## src/rtl/demux1to4_reg.sv

```systemverilog
// demux1to4_reg: steers each input word into one of four one-entry channel registers and counts drains per channel.
// Latency: 1 cycle from input acceptance to out_valid on the selected channel.
// Backpressure: in_ready drops only when the selected channel is full and not draining; there is no head-of-line bypass.
module demux1to4_reg #(
    parameter int DW = 8
) (
    input  logic            clk,
    input  logic            rst_n,
    input  logic            in_valid,
    output logic            in_ready,
    input  logic [DW-1:0]   in_data,
    input  logic [1:0]      in_sel,
    output logic [3:0]      out_valid,
    input  logic [3:0]      out_ready,
    output logic [4*DW-1:0] out_data,
    output logic [31:0]     cnt_ch
);

    typedef enum logic {
        EMPTY = 1'b0,
        FULL  = 1'b1
    } ch_state_t;

    ch_state_t     state_q [4];
    ch_state_t     state_d [4];
    logic [DW-1:0] data_q  [4];
    logic [7:0]    cnt_q   [4];
    logic [3:0]    ld_vld;
    logic [3:0]    drn_vld;

    // A full channel can still take a word on the same edge it is drained.
    always_comb begin
        in_ready = 1'b0;
        if (rst_n) begin
            in_ready = (state_q[in_sel] == EMPTY) || out_ready[in_sel];
        end
    end

    always_comb begin
        ld_vld  = '0;
        drn_vld = '0;
        for (int k = 0; k < 4; k++) begin
            ld_vld[k]  = in_valid && in_ready && (in_sel == 2'(k));
            drn_vld[k] = (state_q[k] == FULL) && out_ready[k];
        end
    end

    always_comb begin
        for (int k = 0; k < 4; k++) begin
            state_d[k] = state_q[k];
            if (ld_vld[k]) begin
                state_d[k] = FULL;
            end else if (drn_vld[k]) begin
                state_d[k] = EMPTY;
            end
        end
    end

    always_ff @(posedge clk) begin
        if (!rst_n) begin
            for (int k = 0; k < 4; k++) begin
                state_q[k] <= EMPTY;
                data_q[k]  <= '0;
                cnt_q[k]   <= '0;
            end
        end else begin
            for (int k = 0; k < 4; k++) begin
                state_q[k] <= state_d[k];
                if (ld_vld[k]) begin
                    data_q[k] <= in_data;
                end
                if (drn_vld[k]) begin
                    cnt_q[k] <= cnt_q[k] + 8'd1;
                end
            end
        end
    end

    always_comb begin
        out_valid = '0;
        out_data  = '0;
        cnt_ch    = '0;
        for (int k = 0; k < 4; k++) begin
            out_valid[k]           = (state_q[k] == FULL);
            out_data[k*DW +: DW]   = data_q[k];
            cnt_ch[8*k +: 8]       = cnt_q[k];
        end
    end

endmodule

```

## config.mk

```make
export PLATFORM = sky130hd
export DESIGN_NAME = demux1to4_reg
export DESIGN_NICKNAME = d
export VERILOG_FILES = /design/src/rtl/demux1to4_reg.sv
export SDC_FILE = /design/constraint.sdc
export NUM_CORES = 1
export LEC_CHECK = 0
export BUFFER_PORTS_ARGS = -buffer_cell sky130_fd_sc_hd__buf_4
export CORE_UTILIZATION = 42
export DETAILED_ROUTE_END_ITERATION = 7
export PLACE_DENSITY_LB_ADDON = 0.12
export SYNTH_ARGS = -nofsm -noshare
export SYNTH_HDL_FRONTEND = slang
export SYNTH_SLANG_ARGS = --single-unit
```

## constraint.sdc

```tcl
create_clock -name clk -period 2.48 [get_ports clk]
set_clock_uncertainty 0.15 [all_clocks]
set_input_delay 0.124 -clock clk [delete_from_list [all_inputs] [get_ports clk]]
set_output_delay 0.124 -clock clk [all_outputs]
set_load 0.05 [all_outputs]
```

# Yosys cells after proc, flatten, opt, wreduce, memory -nomap -nowiden
# Memory sizes are Yosys's and may differ from the RTL's.
# Cells that the tools add are included.
[totals] regBits=0 ramBits=68 in_bits=17 output_inout_bits=69 wordCells=84 memories=3
[classes] add_sub_neg=4 magnitude_cmp=1 eq_ne=3 mux=49 bitwise_logic=13 n_reduce_logical=11
[memory_table] name="cnt_q" words=4 width=8 rd=4 rd_clocked_by_memory_dff=0 write_ports=4 line="27" source="logic [7:0] cnt_q [4];"
[memory_table] name="data_q" words=4 width=8 rd=4 rd_clocked_by_memory_dff=0 write_ports=4 line="26" source="logic [DW-1:0] data_q [4];"
[memory_table] name="state_q" words=4 width=1 rd=5 rd_clocked_by_memory_dff=0 write_ports=4 line="24" source="ch_state_t state_q [4];"
[op_table] op="8-bit 2-to-1 mux" count=8
[op_table] op="1-bit 2-to-1 mux" count=40
[op_table] op="8-bit by 1-bit adder with 8-bit output, second input constant" count=4
[op_table] op="1-bit OR" count=12
[op_table] op="1-bit logical AND" count=9
[op_table] op="2-bit equality test, second input constant" count=2
[op_table] op="2-bit by 3-bit < comparator with 1-bit output, second input constant" count=1
[op_table] op="1-bit binary-select mux with 2-bit select" count=1
[op_table] op="2-bit by 1-bit equality test with 1-bit output, second input constant" count=1
[op_table] op="2-bit logical NOT" count=1
[op_table] op="1-bit logical OR" count=1
[op_table] op="1-bit NOT" count=1

# Logic depth before layout (Yosys ltp)
[logic_depth] ltp_word=10 mapped_depth=4 mapped_depth_nobuf=4

# Least setup slack after synthesis
# No wires, ideal clock.
[synth_timing] path_kind="reg-to-reg" start="memory cnt_q[3][0]" end="memory cnt_q[3][6], data pin" setup_time_ns=0.149 arrival_ns=1.558 required_ns=2.181 slack_ns=0.624 path_stages_with_launch=5 n_path_buf=0 period_less_slack_ns=1.856 path_cell_list="edfxtp_1 ha_1 nand3_1 or3_1 a21oi_1"
[synth_rtl] item="start, declared" line="27"

# Worst setup path in the final report
[layout_timing] start="input port rst_n" end="output port in_ready"
[layout_between] elab_chain_len=1
[layout_rtl] item="start, declared" line="8" source="input logic rst_n,"
[layout_rtl] item="1-bit 2-to-1 mux" line="34" source="if (rst_n) begin"
[layout_rtl] item="end, declared" line="10" source="output logic in_ready,"
# Every way passes these cells.

==> flow_summary.toml <==
[sta]
finalHoldViolations = 0
layout_setup_ws_ns = 0.738
setup-violations-final = 0
tns_ns = 0
fmax_mhz = 574
worstMarginPinSlew_ns = 0.359
rsz0062_at_grt = "no"
finalMaxSlewViolations = 0
final_critical_path_share_of_the_clock_period_pct = 70.2
final.min_clock_period_ns = 1.74
maxSlewHeadroom_pct = 76.0

[clocking]
post_cts_resize_count = 0
cts_buffers = 9
setup_fix_buffers_added_after_clock_tree_synthesis = 0
cts-root-buf = "clkbuf_8"
h-tree-depth = 3
clock_tree.buffer_depth = 2
tritoncts = "yes"
clk_pin_slew_worst_paths_ns = 0.07
post_cts_hold_buffer_count = 4
worst_skew_pair.late_latency_ns = 0.34
cts.sink_count = 68

[placement]
numPortBuffers = 85
dpl_worst_slack_ns = 0.917
detailed_place_hpwl_um = 4530
place.gp.congestion = 0.765

[synthesis]
synth_nets = 278
synth_enable_flop_cells = 64
netlist-cell-type-count = 25
synth_area_leader_cell = "edfxtp_1"
ys_ff_latch = 68
syn_area_per_cell_um2 = 11.7
ys_dominant_reg_cell = "edfxtp_1"
synth_area_um2 = 3000
post_synthesis_cells = 257
yosys-top-cells-area = "edfxtp_1, nor2_1, nand2_1, nand3_1, dfxtp_1"
async_set_or_reset_register_ratio_after_synthesis_pct = 0
yosys_warnings = 0
yosys.area.top_type_share_pct = 64.0
synth-seq-area-share_pct = 66.6

[route]
remaining_drc_errors = 0
dr_total_vias = 2232
drt.antenna.violating_nets = 0
route.final.wire_length_um = 6370
drt_iter0_drc = 103
firstDrtPassIters = 4
per_cell_via_count_in_the_routed_design = 4.96
wl_per_cell_um = 14.1

[power]
power_leakage_nw = 1.58
totalPowerFinal_mw = 2.83
pwr_density_cell_nw_per_um2 = 708
worst_ir_drop_vdd_v = 0.000317

[die]
core_region_area_um2 = 6870
floorplan.die_area_um2 = 7500
dieHeight_um = 86.6
design.portCount = 86
initial_core_util_pct = 43.7
floorplan.rows = 30
chipWidth_um = 86.6

[final_layout]
area.growth.synth_to_final_pct = 32.9
final.fill_count = 630
multiInputGateArea_um2 = 941
drive_above_1_share_pct = 28.5
layout.nets = 370
insertedDiodeCount = 0
register_area_um2 = 2000

[critical_path]
crit_top_cell = "buf_4"
crit_path_max_incr_delay_ns = 0.54
worst-path-buf-inv = 3
critPathTopFamily = "buffers and inverters"
crit_slowest_cell = "dlygate4sd3_1"
path_cells = "dlygate4sd3_1, buf_4, o311ai_0, a21oi_1, buf_4"
timing.critical_path.required_ns = 2.21
timing.critical_path.arrival_ns = 1.47
setup.worst_path.class = "primary input to output pin"
critical_path.startpoint_type = "primary input"
critPathMaxFanout = 22
setup.worst_path.end_class = "output pin"

[grt]
grt_start_max_net_pins = 23
via_count_of_the_first_global_routing_pass = 2039
gr-total-overflow = 0
antenna_found_initial = 0
grtUsageTotal_pct = 17.8
grt_pass1_wl_um = 10000

[min_path]
holdCritPathClass = "primary input to register"

[outcome]
status = "finished clean"

[flow_run]
drv.max_cap_violation_count = 0
worst reg2reg max path, cell delays in order, from the launching register on:
cell and delay, ns:
dfxtp_1 0.41, nand2b_1 0.11, nand3_1 0.11, a21boi_0 0.09, dlygate4sd3_1 0.57
sequential cells by signal (all words and copies together) (netlist names):
name and cells:
cnt_q 32, state_q 4, data_q 32
layout by cell type, fill, tap and decap left out, drive strengths merged, types with 4 or more instances in the layout:
master / synthesis / layout
ha: 4 / 4
and2: 5 / 5
xnor2: 5 / 5
and3: 4 / 4
xor2: 7 / 7
a21boi: 4 / 4
dlygate4sd3: 0 / 4
nand4: 5 / 5
nor2: 49 / 49
nand3: 21 / 21
dfxtp: 4 / 4
nand2: 28 / 28
nand2b: 4 / 4
clkbuf: 1 / 9
edfxtp: 64 / 64
or3: 12 / 12
o21ai: 12 / 12
buf: 7 / 85
a21oi: 13 / 13
power breakdown:
part | internal (mW) | switching (mW)
Clock | 0.664 | 0.431
Combinational | 0.108 | 0.278
Sequential | 1.31 | 0.0380
Total | 2.08 | 0.747
Yosys cell counts (all sizes together), types with 3 or more instances:
| master | count |
|---|---|
| xnor2 | 5 |
| nand2 | 28 |
| o21ai | 12 |
| nand2b | 4 |
| ha | 4 |
| xor2 | 7 |
| inv | 3 |
| or3 | 12 |
| and3 | 4 |
| nor2 | 49 |
| nand4 | 5 |
| edfxtp | 64 |
| nand3 | 21 |
| a21boi | 4 |
| buf | 7 |
| dfxtp | 4 |
| and2 | 5 |
| a21oi | 13 |
cells by family after synthesis:
family / synth area share, %
muxes: 0.333
AOI/OAI and AO/OA: 5.46
adders and majority gates: 1.67
DFF: 66.6
buffers and inverters: 2.04
and+or+nand+nor: 20.4
xor gates and xnor gates: 3.50
cell type report:
cell class	count	share of cell area [%]
multi-input combinational	178	23.6
clock buffer	9	3.10
timing repair buffer	89	17.0
inverter	3	0.282
tap	96	3.01
clock inverter	7	2.88
sequential	68	50.2
through the flow:
stage,area [um2],hold WS (ns),std cells,utilization [%]
6_report,3990,0.0244,450,58.1
5_1_grt,3990,0.0133,450,58.1
4_1_cts,3990,0.00414,450,58.1
3_5_place_dp,3710,0.321,430,54.0
3_3_place_gp,3710,0.320,430,54.0
2_1_floorplan,3000,0.156,257,-
layer usage:
layer  vias up  global-route usage (%)  wire length (um)
met5         -                       0                 0
met1      1054                    24.4              2930
met2        63                    26.8              3000
met4         0                    7.27                76
li1       1108                       -                 -
met3         7                    5.05               362
final timing paths:
kind	startpoint	to	slack (ns)	depth (start not counted)
worst max register to register	state_q[2]	state_q[2]	0.92	4
worst min-delay path	in_data[3]	data_q[0][27]	0.02	3
worst min register to register	cnt_q[2][0]	cnt_q[2][0]	0.47	1
worst max-delay path	rst_n	in_ready	0.74	5
(Power assumes the default switching activity.)
